File: src/rtl/cam_fifo_capture.sv
`default_nettype none
// ============================================================================
//  Module   : cam_fifo_capture
//  Purpose  : Captures one camera frame into an AL422B-class FIFO, then reads it
//             back and packs bytes into pixels on a valid/ready stream.
//  Revision : 1.0
// ============================================================================
module cam_fifo_capture #(
   parameter int CLK_DIV   = 4,
   parameter int PIX_BYTES = 2,
   parameter int FRAME_PIX = 76800,
   parameter int CNT_W     = 17,
   parameter int RST_CYC   = 8
) (
   input  logic                   clk,
   input  logic                   reset,
   input  logic                   start,
   input  logic                   abort,
   input  logic                   vsync,
   input  logic [7:0]             fifo_din,
   output logic                   fifo_wen_n,
   output logic                   fifo_wrst_n,
   output logic                   fifo_rrst_n,
   output logic                   fifo_oe_n,
   output logic                   fifo_rclk,
   output logic [8*PIX_BYTES-1:0] pix_data,
   output logic                   pix_valid,
   input  logic                   pix_ready,
   output logic                   pix_last,
   output logic                   busy,
   output logic                   done
);

   localparam int PW     = 8 * PIX_BYTES;
   localparam int DIV_W  = (CLK_DIV > 1) ? $clog2(CLK_DIV) : 1;
   localparam int BYTE_W = (PIX_BYTES > 1) ? $clog2(PIX_BYTES) : 1;
   localparam int RST_W  = $clog2(RST_CYC);

   localparam logic [DIV_W-1:0]  DIV_LAST  = DIV_W'(CLK_DIV - 1);
   localparam logic [BYTE_W-1:0] BYTE_LAST = BYTE_W'(PIX_BYTES - 1);
   localparam logic [RST_W-1:0]  RST_LAST  = RST_W'(RST_CYC - 1);
   localparam logic [CNT_W-1:0]  LAST_IDX  = CNT_W'(FRAME_PIX - 1);
   localparam logic [CNT_W-1:0]  CNT_MAX   = '1;

   typedef enum logic [2:0] {
      IDLE      = 3'd0,
      WRST      = 3'd1,
      WAIT_RISE = 3'd2,
      WAIT_FALL = 3'd3,
      CAPTURE   = 3'd4,
      RRST      = 3'd5,
      READ      = 3'd6,
      DONE      = 3'd7
   } state_t;

   state_t state;
   state_t state_nxt;

   logic vs_meta;
   logic vs_sync;
   logic vs_prev;
   logic vs_rise;
   logic vs_fall;

   logic [RST_W-1:0]  rst_cnt;
   logic              rst_done;
   logic [DIV_W-1:0]  div_cnt;
   logic              div_tick;
   logic [BYTE_W-1:0] byte_cnt;
   logic              last_byte;
   logic [CNT_W-1:0]  pix_cnt;
   logic [CNT_W-1:0]  load_idx;
   logic              read_end;
   logic [PW-1:0]     shreg;
   logic [PW-1:0]     shreg_nxt;
   logic              full;
   logic              hold;
   logic              sample;
   logic              load;
   logic              xfer;

   // vsync is asynchronous: two flops, then edge detection on the clean copy
   always_ff @(posedge clk) begin
      if (reset) begin
         vs_meta <= 1'b0;
         vs_sync <= 1'b0;
         vs_prev <= 1'b0;
      end else begin
         vs_meta <= vsync;
         vs_sync <= vs_meta;
         vs_prev <= vs_sync;
      end
   end

   assign vs_rise = vs_sync & ~vs_prev;
   assign vs_fall = ~vs_sync & vs_prev;

   assign rst_done  = (rst_cnt == RST_LAST);
   assign div_tick  = (div_cnt == DIV_LAST);
   assign last_byte = (byte_cnt == BYTE_LAST);
   assign xfer      = pix_valid & pix_ready;
   assign full      = pix_valid & ~pix_ready;
   // Index of the pixel about to be loaded; a pending pixel occupies pix_cnt
   assign load_idx  = pix_cnt + CNT_W'(pix_valid);
   assign shreg_nxt = (shreg << 8) | PW'(fifo_din);

   // The single-pixel packer cannot accept a completing byte while occupied:
   // park rclk low before the last byte's rising edge, or stop the falling
   // edge if the consumer withdrew ready during the high phase.
   assign hold   = read_end | (last_byte & full & (~fifo_rclk | div_tick));
   assign sample = (state == READ) & fifo_rclk & div_tick & ~hold;
   assign load   = sample & last_byte;

   always_ff @(posedge clk) begin
      if (reset) begin
         state <= IDLE;
      end else begin
         state <= state_nxt;
      end
   end

   always_comb begin
      state_nxt = state;
      case (state)
         IDLE:      if (start)          state_nxt = WRST;
         WRST:      if (rst_done)       state_nxt = WAIT_RISE;
         WAIT_RISE: if (vs_rise)        state_nxt = WAIT_FALL;
         WAIT_FALL: if (vs_fall)        state_nxt = CAPTURE;
         CAPTURE:   if (vs_rise)        state_nxt = RRST;
         RRST:      if (rst_done)       state_nxt = READ;
         READ:      if (xfer && pix_last) state_nxt = DONE;
         DONE:                          state_nxt = IDLE;
         default:                       state_nxt = IDLE;
      endcase
      if (abort) begin
         state_nxt = IDLE;
      end
   end

   always_ff @(posedge clk) begin
      if (reset) begin
         rst_cnt   <= '0;
         div_cnt   <= '0;
         fifo_rclk <= 1'b0;
         byte_cnt  <= '0;
         pix_cnt   <= '0;
         read_end  <= 1'b0;
         shreg     <= '0;
         pix_data  <= '0;
         pix_valid <= 1'b0;
         pix_last  <= 1'b0;
      end else if (abort) begin
         rst_cnt   <= '0;
         div_cnt   <= '0;
         fifo_rclk <= 1'b0;
         byte_cnt  <= '0;
         pix_cnt   <= '0;
         read_end  <= 1'b0;
         shreg     <= '0;
         pix_valid <= 1'b0;
         pix_last  <= 1'b0;
      end else begin
         if ((state == WRST || state == RRST) && !rst_done) begin
            rst_cnt <= rst_cnt + RST_W'(1);
         end else begin
            rst_cnt <= '0;
         end

         case (state)
            RRST: begin
               // The FIFO needs read clocks while its read pointer resets
               if (rst_done) begin
                  div_cnt   <= '0;
                  fifo_rclk <= 1'b0;
                  byte_cnt  <= '0;
                  pix_cnt   <= '0;
                  read_end  <= 1'b0;
                  pix_valid <= 1'b0;
                  pix_last  <= 1'b0;
               end else if (div_tick) begin
                  div_cnt   <= '0;
                  fifo_rclk <= ~fifo_rclk;
               end else begin
                  div_cnt <= div_cnt + DIV_W'(1);
               end
            end

            READ: begin
               if (!hold) begin
                  if (div_tick) begin
                     div_cnt   <= '0;
                     fifo_rclk <= ~fifo_rclk;
                  end else begin
                     div_cnt <= div_cnt + DIV_W'(1);
                  end
               end

               if (sample) begin
                  if (last_byte) begin
                     byte_cnt <= '0;
                     pix_data <= shreg_nxt;
                     pix_last <= (load_idx == LAST_IDX);
                     if (load_idx == LAST_IDX) begin
                        read_end <= 1'b1;
                     end
                  end else begin
                     byte_cnt <= byte_cnt + BYTE_W'(1);
                     shreg    <= shreg_nxt;
                  end
               end

               if (xfer && pix_cnt != CNT_MAX) begin
                  pix_cnt <= pix_cnt + CNT_W'(1);
               end

               if (load) begin
                  pix_valid <= 1'b1;
               end else if (xfer) begin
                  pix_valid <= 1'b0;
                  pix_last  <= 1'b0;
               end
            end

            default: begin
               div_cnt   <= '0;
               fifo_rclk <= 1'b0;
               pix_valid <= 1'b0;
               pix_last  <= 1'b0;
            end
         endcase
      end
   end

   assign fifo_wrst_n = (state != WRST);
   assign fifo_wen_n  = (state != CAPTURE);
   assign fifo_rrst_n = (state != RRST);
   assign fifo_oe_n   = !(state == RRST || state == READ);
   assign busy        = (state != IDLE);
   assign done        = (state == DONE);

endmodule
`default_nettype wire

File: config.mk
export PLATFORM = sky130hd
export DESIGN_NAME = cam_fifo_capture
export DESIGN_NICKNAME = d
export VERILOG_FILES = /design/src/rtl/cam_fifo_capture.sv
export SDC_FILE = /design/constraint.sdc
export NUM_CORES = 1
export LEC_CHECK = 0
export CORE_MARGIN = 2
export CORE_UTILIZATION = 55
export DETAILED_ROUTE_END_ITERATION = 6
export PLACE_DENSITY = 0.92
export RECOVER_POWER = 50
export SLEW_MARGIN = 5
export SYNTH_ARGS = -nofsm -noshare
export SYNTH_HDL_FRONTEND = slang
export SYNTH_SLANG_ARGS = --single-unit
export TNS_END_PERCENT = 50
File: constraint.sdc
create_clock -name clk -period 3.2 [get_ports clk]
set_input_delay 0.64 -clock clk [delete_from_list [all_inputs] [get_ports clk]]
set_output_delay 0.64 -clock clk [all_outputs]
set_load 0.01 [all_outputs]
# Yosys cells after proc, flatten, opt, wreduce, memory -nomap -nowiden
# Index checks and enable logic that the tools add are counted.
[word_totals]
reg_bits = 57
word_cells = 121
input_bits = 14
[op_classes]
bitwise_logic = 21
eq_ne = 27
add_sub_neg = 5
n_reduce_logical = 19
n_mux = 35
[ops]
columns = ["operator", "n"]
rows = [
  ["2-to-1 mux 17 bit", 2],
  ["case mux 17 bit (2 select lines)", 1],
  ["inequality test 2 bit, second input constant", 12],
  ["case mux 3 bit (8 select lines)", 1],
  ["2-to-1 mux 3 bit", 7],
  ["adder 17 x 1 -> 17 bit", 1],
  ["adder 17 x 1 -> 17 bit, second input constant", 1],
  ["equality test 17 bit, second input constant", 1],
  ["inequality test 17 bit, second input constant", 1],
  ["bitwise OR 16 x 8 -> 16 bit", 1],
  ["equality test 3 bit, second input constant", 5],
  ["2-to-1 mux 1 bit", 15],
  ["AND 1 bit", 10],
  ["case mux 1 bit (2 select lines)", 5],
  ["inequality test 3 bit, second input constant", 3],
  ["AND reduction 3 bit", 3],
  ["inverter 1 bit", 8],
  ["AND reduction 7 bit", 1],
  ["equality test 3 x 2 -> 1 bit, second input constant", 2],
  ["2-to-1 mux 2 bit", 3],
  ["AND reduction 5 bit", 1],
  ["case mux 2 bit (2 select lines)", 1],
  ["AND reduction 4 bit", 1],
  ["adder 3 x 1 -> 3 bit, second input constant", 1],
  ["15 further kinds", 20],
]

# Logic depth before layout (Yosys ltp)
# Gate-level depths: netlist of the first run.
[depth]
word_depth = 11
mapped_depth = 10
mapped_depth_nobuf = 9

# Worst setup path before layout of the first run
# OpenSTA, ideal clock, no wires.
[synth_timing]
path_type = "register -> register"
from = "register pix_cnt[5]"
to = "register pix_cnt[6]"
path_buffers = 0
period_less_slack_ns = 2.102
t_arrival_ns = 2.032
setup_time_ns = 0.071
setup_slack_ns = 1.098
stages_incl_launch_ff = 10
path_cell_list = "dfxtp_1 -> nand4_1 -> nor2_1 -> nand3_1 -> nor2_1 -> ha_1 -> o31ai_4 -> nand4_4 -> or3_1 -> a21oi_1"
[synth_between]
elab_chain_len = 4
word_cells_on_any_way = 7
[synth_lines]
columns = ["element", "line_no", "rtl"]
rows = [
  ["start: declaration", "71", "logic [CNT_W-1:0] pix_cnt;"],
  ["start signal: assignment", "213", "pix_cnt <= pix_cnt + CNT_W'(1);"],
  ["parallel branches: the longest is 4 deep, another holds adder 17 x 1 -> 17 bit", "-", ""],
]
# Several ways; the timed one is not identified. The select of a mux whose other input is x is not followed.
# A chain may end at the register's enable or synchronous reset.

# Final worst setup path of the first run
[layout_timing]
from = "input abort"
to = "register pix_last"
[layout_between]
elab_chain_len = 1
[layout_lines]
columns = ["element", "line_no", "rtl"]
rows = [
  ["start: declaration", "18", "input logic abort,"],
  ["OR reduction 2 bit (no line)", "-", ""],
  ["end signal: assignment", "202", "pix_last <= (load_idx == LAST_IDX);"],
  ["end: declaration", "29", "output logic pix_last,"],
]
# No other way between the ends.

==> results of run 1 <==
==> synth_stat cells (7+ instances only) <==
| library cell | instances | area (sq um) |
|---|---|---|
| a21oi_1 | 38 | 190 |
| clkbuf_1 | 7 | 26.3 |
| dfxtp_1 | 57 | 1140 |
| ha_1 | 8 | 100 |
| inv_1 | 8 | 30.0 |
| nand2_1 | 68 | 255 |
| nand3_1 | 11 | 55.1 |
| nand4_1 | 8 | 50.1 |
| nor2_1 | 21 | 78.8 |
| o21ai_0 | 8 | 40.0 |
| or3_1 | 11 | 68.8 |
==> cell usage in the layout, fill, tap and decap left out, drive strengths merged, types with 3 or more instances in the layout <==
master	count
nand2b	5
nor2	21
nand4	10
clkdlybuf4s50	17
and2	6
ha	8
a21oi	38
nand3b	5
o22ai	4
nand3	11
nor3	6
inv	9
nor4	3
or3	11
nand2	68
clkbuf	12
xor2	6
nor2b	4
dlygate4sd3	21
o21ai	10
xnor2	5
dfxtp	57
o31ai	3
==> critical path, delay by kind of cell <==
| family | cells | cell delay (ns) |
|---|---|---|
| AND/OR/NAND/NOR | 2 | 1.11 |
| buffers and inverters | 1 | 0.63 |
| AO/OA/AOI/OAI | 3 | 0.59 |
==> kinds of logic (layout without fill, tap and decap cells) <==
| kind of cell | Yosys count | after routing | share of synthesized area [%] |
|---|---|---|---|
| AO/OA/AOI/OAI | 69 | 69 | 15.7 |
| XOR/XNOR | 11 | 11 | 3.59 |
| adder cells (fa/ha/maj) | 8 | 8 | 3.73 |
| buffers and inverters | 23 | 66 | 3.83 |
| flip-flops | 57 | 57 | 42.6 |
| multiplexers | 2 | 2 | 0.747 |
| AND/OR/NAND/NOR | 157 | 157 | 29.8 |
==> registers in the layout (all words and copies together), names as in the netlist <==
signal / cells
byte_cnt: 1
div_cnt: 2
fifo_rclk: 1
pix_cnt: 17
pix_data: 16
pix_last: 1
pix_valid: 1
read_end: 1
rst_cnt: 3
shreg: 8
state: 3
vs_meta: 1
vs_prev: 1
vs_sync: 1
==> metal layers <==
| metal | track usage (%) | vias up |
|---|---|---|
| li1 | - | 1218 |
| met1 | 33.4 | 1155 |
| met2 | 36.0 | 110 |
| met3 | 4.80 | 13 |
| met4 | 12.9 | 0 |
| met5 | 0 | - |
==> how the worst max path moves through the flow <==
stage,to,startpoint,slack (ns),cells after the start
after CTS,fifo_rrst_n,state[0],0.65,3
after floorplan,pix_cnt[6],pix_cnt[5],1.10,9
after detailed placement,pix_data[14],pix_ready,0.52,6
final,pix_last,abort,0.47,6
after global routing,pix_last,abort,0.35,6
after global placement,pix_last,abort,0.58,6
==> metrics by stage <==
step | worst slack [ns] | instance area, sq um
after global routing | 0.353 | 3320
after detailed placement | 0.522 | 3100
after global placement | 0.582 | 3100
after CTS | 0.650 | 3330
final | 0.470 | 3320
after floorplan | 1.10 | 2680
==> power by group through the flow <==
stage / Combinational [mW] / Clock (mW) / Sequential (mW)
after floorplan: 0.0206 / 0 / 0.729
after global routing: 0.0488 / 0.795 / 0.715
after global placement: 0.0449 / 0 / 0.731
after CTS: 0.0462 / 0.768 / 0.715
after detailed placement: 0.0457 / 0 / 0.731
final: 0.0457 / 0.765 / 0.715
==> cell type report <==
type	count	share of cell area, %
Clock buffer	11	4.56
Tap cell	67	2.52
Sequential cell	57	34.3
Clock inverter	5	2.33
Multi-Input combinational cell	247	43.2
Timing Repair Buffer	41	12.0
Inverter	9	1.02
==> results.json, run 1 <==
{
  "yosys_warnings": 0,
  "whs_path_depth": 1,
  "core_region_area_sq_um": 4720,
  "r2r-start": "pix_cnt[5]",
  "die_width_um": 73.8,
  "grt_pass1_vias": 2160,
  "status": "finished, final reports clean",
  "first_iter_violations": 185,
  "clockPowerShare_pct": 50.1,
  "min-delay-start": "rst_cnt[0]",
  "crit_path_end_kind": "register",
  "powerDensity_nw_per_um2": 459,
  "area_growth_pct": 24.0,
  "cts_buffers": 9,
  "rows": 25,
  "clockBufferDepth": 2,
  "gr-total-overflow": 0,
  "post_drt_wl_per_cell_um": 14.2,
  "drive_gt1_share_pct": 7.03,
  "globalRouteTotalUtil_pct": 24.4,
  "max_freq_mhz": 366,
  "tightest_slew_ns": 1.27,
  "switching_share_pct": 20.5,
  "p_leak_nw": 1.17,
  "crit_type": "input port to register",
  "globalplace.congestion": 0.857,
  "rrSetupSlack_ns": 0.70,
  "critPathLaunchType": "input port",
  "rsz0062_at_grt": "no",
  "portBuffers": 38,
  "ir_worst_vdd_v": 0.000410,
  "clk_latency_ns": 0.34,
  "highest_layer": "met4",
  "p_int_mw": 1.21,
  "cts-root-buf": "clkbuf_8",
  "period_share_pct": 85.3,
  "first_pass_iters": 5,
  "antenna_left": 0,
  "die-height_um": 73.8,
  "hold_ws_ns": 0.442,
  "syn-num-nets": 349,
  "drt-met1-wl_um": 2790,
  "max-cap-violations": 0,
  "antenna_found_initial": 0,
  "finalHoldViolCount": 0,
  "die_area_sq_um": 5450,
  "relSlewSlack_pct": 15.2,
  "cp.arrival_ns": 2.99,
  "num-nets-final": 387,
  "pin_count": 39,
  "p_comb_share_pct": 3.0,
  "hold_class": "register to register",
  "required_ns": 3.46,
  "drv_slew": 0,
  "cts_tree": "yes",
  "diodes": 0,
  "async_flop_share_pct": 0,
  "start_util_pct": 56.7,
  "setup_viol_count_final": 0,
  "fillers": 332,
  "ys.flop_type": "dfxtp_1",
  "max_stage_delay_ns": 0.69,
  "synthesis.area_sq_um": 2680,
  "dp_cells": 421,
  "grt_max_degree": 22,
  "timing.clock.skew_ns": 0.00801,
  "route.met2.wl_um": 2880,
  "wl_met3_um": 397,
  "post_cts_resized": 0,
  "num_vias": 2496,
  "syn_area_per_cell_sq_um": 8.20,
  "tns_ns": 0,
  "clock_sinks": 57,
  "htree_levels": 3,
  "crit_slowest_cell": "or2_0",
  "power_mw": 1.53,
  "worstPathMaxFanout": 21,
  "clk_pin_slew_worst_paths_ns": 0.06,
  "synth-seq-cells": 57,
  "cp_cell_sequence": "dlygate4sd3_1, or2_0, nor4_1, o2111ai_1, a211o_1, o21ai_1",
  "dpl.hpwl_um": 4110,
  "ys_types": 49,
  "synth-edff-count": 0,
  "switchingPower_mw": 0.313,
  "cts_setup_buffers": 0,
  "drc": 0,
  "multi_input_area_sq_um": 1440,
  "seqPwrFrac_pct": 46.9,
  "seqCellArea_sq_um": 1140,
  "viasPerCell": 5.71,
  "routed_wl_um": 6200,
  "min_to": "rst_cnt[0]",
  "min_period_ns": 2.73,
  "yosysSeqAreaShare_pct": 42.6,
  "synthCells": 327,
  "layout.cells.non_filler": 437,
  "cts.hold.buffers_added": 0,
  "postLayoutCoreUtil_pct": 70.4,
  "grt_first_pass_wirelength_um": 10100,
  "r2r_cells": 9,
  "reg2reg_to": "pix_cnt[15]"
}
Power figures use the tool's default switching activity.
==> inputs of run 2 (changes only) <==
Settings changed: CORE_UTILIZATION 55 to 54, MAX_ROUTING_LAYER set to met4, PLACE_DENSITY 0.92 to 0.9.
Clock period 3.2 ns to 2.7 ns, I/O delays scaled along.
==> run 2 against run 1 <==
Net effect: sequential power increased by 18%; via count is 0.24% higher; worst hold slack lost 0.0023 ns; final cell count is 0.92% higher; total power grew 16%; design area up 0.26%; clock-buffer cell count did not move; clock skew increased by 0.0011 ns; combinational power is 24% higher; sequential cell count unchanged; utilization fell by 0.28 points; non-clock buffer count up 4; critical path type unchanged.
==> results.json, run 2 (synthesis gave the netlist of run 1 again) <==
{
  "num-nets-final": 391,
  "clock_sinks": 57,
  "max-cap-violations": 0,
  "drv_slew": 0,
  "switching_share_pct": 21.3,
  "final_cell_mix": "nand2_1, dfxtp_1, a21oi_1",
  "p_leak_nw": 1.18,
  "cts_setup_buffers": 0,
  "globalRouteTotalUtil_pct": 26.1,
  "cp.arrival_ns": 2.66,
  "status": "finished, final reports clean",
  "routed_wl_um": 6320,
  "die-height_um": 74.5,
  "drive_gt1_share_pct": 7.49,
  "dp_cells": 425,
  "drc": 0,
  "p_comb_share_pct": 3.2,
  "core_region_area_sq_um": 4750,
  "diodes": 0,
  "antenna_found_initial": 0,
  "crit_type": "input port to register",
  "clockBufferDepth": 2,
  "first_pass_iters": 4,
  "min-delay-start": "vs_meta",
  "gr-total-overflow": 0,
  "portBuffers": 38,
  "rrSetupSlack_ns": 0.34,
  "final_common_cell": "nand2_1",
  "die_area_sq_um": 5540,
  "finalHoldViolCount": 0,
  "cts-root-buf": "clkbuf_8",
  "globalplace.congestion": 0.902,
  "dpl.hpwl_um": 4310,
  "grt_max_degree": 21,
  "powerDensity_nw_per_um2": 530,
  "hold_class": "register to register",
  "top_regs": "pix_cnt x17, pix_data x16, shreg x8",
  "die_width_um": 74.5,
  "antenna_left": 0,
  "pin_count": 39,
  "switchingPower_mw": 0.375,
  "rsz0062_at_grt": "no",
  "relSlewSlack_pct": 37.1,
  "worstPathMaxFanout": 20,
  "p_int_mw": 1.39,
  "setup_viol_count_final": 0,
  "cts_buffers": 9,
  "layout.cells.non_filler": 441,
  "clockPowerShare_pct": 48.8,
  "first_iter_violations": 155,
  "max_freq_mhz": 411,
  "required_ns": 2.93,
  "min_to": "vs_sync",
  "tns_ns": 0,
  "regMostFlops": "pix_cnt",
  "timing.clock.skew_ns": 0.00907,
  "setup_slack_ns": 0.265,
  "r2r_cells": 9,
  "cts.hold.buffers_added": 0,
  "clk_pin_slew_worst_paths_ns": 0.06,
  "seqPwrFrac_pct": 48.0,
  "design_area_sq_um": 3330,
  "whs_path_depth": 1,
  "critPathLaunchType": "input port",
  "grt_pass1_vias": 2253,
  "reg2reg_to": "pix_cnt[6]",
  "period_share_pct": 90.2,
  "r2r-start": "pix_cnt[5]",
  "post_cts_resized": 0,
  "area_growth_pct": 24.3,
  "htree_levels": 3,
  "min_period_ns": 2.44,
  "viasPerCell": 5.67,
  "post_drt_wl_per_cell_um": 14.3,
  "ir_worst_vdd_v": 0.000413,
  "rows": 25,
  "num_vias": 2502,
  "tightest_slew_ns": 0.944,
  "clk_latency_ns": 0.35,
  "dpl_cell_area_sq_um": 3130,
  "pre_cts_slack_ns": 0.134,
  "crit_path_end_kind": "register",
  "fillers": 364,
  "grt_first_pass_wirelength_um": 10600,
  "largest_reg_flops": 17,
  "start_util_pct": 56.4,
  "postLayoutCoreUtil_pct": 70.1,
  "cts_tree": "yes"
}
-- run 2: changes by cell type in the layout (fill, tap and decap cells not counted) --
cell / before / now
clkinv_2: 2 / 1
clkinvlp_4: 1 / 2
or2_2: 0 / 1
clkbuf_1: 1 / 4
o21ai_1: 2 / 1
clkbuf_8: 11 / 9
buf_4: 2 / 5
or2_0: 1 / 0
o21ai_0: 8 / 9
-- run 2: power by group through the flow --
stage / clock network [mW] / logic, mW / registers [mW]
final: 0.861 / 0.0565 / 0.847
after floorplan: 0 / 0.0245 / 0.864
after global placement: 0 / 0.0560 / 0.866
after global routing: 0.899 / 0.0596 / 0.848
after detailed placement: 0 / 0.0568 / 0.866
after CTS: 0.866 / 0.0576 / 0.847
-- run 2: through the flow --
stage | hold slack (ns) | power [mW]
2_1_floorplan | 0.408 | 0.888
3_3_place_gp | 0.417 | 0.922
3_5_place_dp | 0.426 | 0.923
4_1_cts | 0.442 | 1.77
5_1_grt | 0.467 | 1.81
6_report | 0.440 | 1.76
-- run 2: per-layer routing --
layer / GRT usage (%) / up-vias / share of wire, %
li1: - / 1226 / -
met1: 35.3 / 1177 / 46
met2: 36.8 / 88 / 46
met3: 4.61 / 11 / 5.9
met4: 14.3 / 0 / 1.9
met5: - / - / 0
-- run 2: how the worst max path moves through the flow --
stage,start,to,cells after the start
3_5_place_dp,pix_ready,pix_data[15],6
4_1_cts,state[0],fifo_rrst_n,3
3_3_place_gp,pix_ready,pix_data[15],6
6_report,reset,pix_cnt[6],6
2_1_floorplan,pix_cnt[5],pix_cnt[6],9
5_1_grt,reset,pix_cnt[3],6
-- run 2: worst max-delay path, stage by stage --
cell	delay, ns
dlygate4sd3_1	0.54
clkbuf_1	0.69
nor2_1	0.19
o21ai_1	0.38
buf_4	0.26
a21oi_1	0.05
-- run 2: final cells by class --
cell class	count	area (sq um)	area share, %
clock buffer	11	131	3.94
sequential	57	1140	34.2
inverter	9	33.8	1.01
multi-input combinational	247	1440	43.1
tap	67	83.8	2.52
timing repair buffer	45	425	12.8
clock inverter	5	80.1	2.40
==> inputs of run 3 (changes only) <==
Settings changed: CELL_PAD_IN_SITES_DETAIL_PLACEMENT set to 1, CELL_PAD_IN_SITES_GLOBAL_PLACEMENT set to 2, CORE_MARGIN 2 to not set, CORE_UTILIZATION 54 to 32.
==> run 3 against run 2 <==
Net effect: sequential power is essentially flat; via count is 2.2% lower; critical path type is now register to output pin; fmax rose by 1.1%; critical endpoint is now fifo_oe_n; clock-buffer cell count fell by 2; largest cell class unchanged.
==> results.json, run 3 (synthesis gave the netlist of run 1 again) <==
{
  "drc": 0,
  "rsz0062_at_grt": "no",
  "htree_levels": 3,
  "r2r-start": "pix_cnt[5]",
  "clk_pin_slew_worst_paths_ns": 0.07,
  "cts-root-buf": "clkbuf_8",
  "grtUsageMet2_pct": 31.4,
  "tns_ns": 0,
  "globalplace.congestion": 0.783,
  "cts_tree": "yes",
  "die_area_sq_um": 8750,
  "tightest_slew_ns": 0.966,
  "dpl.hpwl_um": 5080,
  "finalHoldViolCount": 0,
  "p_int_mw": 1.48,
  "crit_type": "register to output pin",
  "multi_input_area_sq_um": 1440,
  "clockPowerShare_pct": 52.3,
  "reg2reg_to": "pix_cnt[14]",
  "die-height_um": 93.5,
  "clk_latency_ns": 0.35,
  "final_cell_mix": "nand2_1, dfxtp_1, a21oi_1",
  "required_ns": 2.16,
  "max_freq_mhz": 415,
  "ir_worst_vdd_v": 0.000228,
  "num_vias": 2447,
  "crit_path_end_kind": "output pin",
  "final_common_cell": "nand2_1",
  "top_regs": "pix_cnt x17, pix_data x16, shreg x8",
  "period_share_pct": 89.2,
  "critPathLaunchType": "register",
  "rrSetupSlack_ns": 0.32,
  "cp-endpoint": "fifo_oe_n",
  "switching_share_pct": 21.6,
  "post_drt_wl_per_cell_um": 14.7,
  "globalRouteTotalUtil_pct": 18.8,
  "switchingPower_mw": 0.409,
  "first_iter_violations": 77,
  "antenna_left": 0,
  "p_comb_share_pct": 3.0,
  "cts.hold.buffers_added": 0,
  "min_period_ns": 2.41,
  "grt_first_pass_wirelength_um": 12300,
  "seqCellArea_sq_um": 1140,
  "portBuffers": 38,
  "first_pass_iters": 4,
  "clockBufferDepth": 2,
  "powerDensity_nw_per_um2": 554,
  "largest_reg_flops": 17,
  "area_growth_pct": 27.5,
  "grt_pass1_vias": 2492,
  "num-nets-final": 392,
  "dp_cells": 464,
  "grt_max_degree": 21,
  "cp.arrival_ns": 1.87,
  "setup_slack_ns": 0.291,
  "met3_usage_pct": 4.39,
  "r2r_cells": 9,
  "max-cap-violations": 0,
  "hold_class": "register to register",
  "pre_cts_slack_ns": 0.270,
  "relSlewSlack_pct": 35.6,
  "die_width_um": 93.5,
  "regMostFlops": "pix_cnt",
  "worstPathMaxFanout": 16,
  "seqPwrFrac_pct": 44.8,
  "cts_buffers": 9,
  "routed_wl_um": 7050,
  "pin_count": 39,
  "timing.clock.skew_ns": 0.00866,
  "p_leak_nw": 1.20,
  "start_util_pct": 32.8,
  "core_region_area_sq_um": 8180,
  "viasPerCell": 5.10,
  "drive_gt1_share_pct": 8.53,
  "fillers": 1006,
  "crit_path_start": "state[0]",
  "clock_sinks": 57,
  "status": "finished, final reports clean",
  "gr-usage-met1_pct": 21.6,
  "layout.cells.non_filler": 480,
  "setup_viol_count_final": 0,
  "gr-total-overflow": 0,
  "drv_slew": 0,
  "diodes": 0,
  "rows": 33,
  "antenna_found_initial": 0,
  "grt_most_used_layer": "met2"
}
-- run 3: layout make-up --
cell class                      instances  area share (%)
Clock inverter                          7            3.48
Clock buffer                            9            3.63
Timing Repair Buffer                   46            12.6
Multi-Input combinational cell        247            42.0
Inverter                                9           0.989
Tap cell                              105            3.84
Sequential cell                        57            33.4
-- run 3: worst max-delay path, cell delays in order (launching register included) --
cell and delay (ns):
dfxtp_1 0.57, nand2b_4 0.25, a21o_1 0.15, clkdlybuf4s50_1 0.55
-- run 3: worst min-delay path by stage --
stage,slack [ns],endpoint,startpoint,depth (start not counted)
floorplan,0.41,rst_cnt[0],rst_cnt[0],1
global placement,0.42,rst_cnt[0],rst_cnt[0],1
detailed placement,0.43,rst_cnt[0],rst_cnt[0],1
CTS,0.44,rst_cnt[0],rst_cnt[0],1
global route,0.47,rst_cnt[0],rst_cnt[0],1
finish,0.44,rst_cnt[0],rst_cnt[0],1
-- run 3: layer usage --
metal / wire, um / share of wire [%] / vias to the layer above
met4: 125 / 1.8 / 0
met2: 3470 / 49 / 42
met1: 3210 / 46 / 1166
met3: 248 / 3.5 / 9
li1: - / - / 1230
met5: 0 / 0 / -
-- run 3: power groups by stage --
stage	clock network [mW]	registers, mW	logic, mW
6_report	0.989	0.847	0.0565
5_1_grt	1.04	0.847	0.0610
4_1_cts	1.02	0.847	0.0595
2_1_floorplan	0	0.864	0.0245
3_3_place_gp	0	0.866	0.0583
3_5_place_dp	0	0.866	0.0586
-- run 3: repair_timing --
action / in CTS / in global routing
endpoints found under the hold margin: 0 / 0
buffers inserted: 0 / 0
gates resized for setup: 0 / 1
setup endpoints to repair: 0 / 1
-- run 3: per-stage QoR --
| stage | total power, mW | hold WS (ns) | utilization, % | area (sq um) |
|---|---|---|---|---|
| CTS | 1.92 | 0.443 | 41.9 | 3430 |
| global route | 1.95 | 0.470 | 41.8 | 3420 |
| global placement | 0.924 | 0.422 | 38.9 | 3180 |
| finish | 1.89 | 0.440 | 41.8 | 3420 |
| detailed placement | 0.925 | 0.434 | 38.9 | 3180 |
| floorplan | 0.888 | 0.408 | - | 2680 |
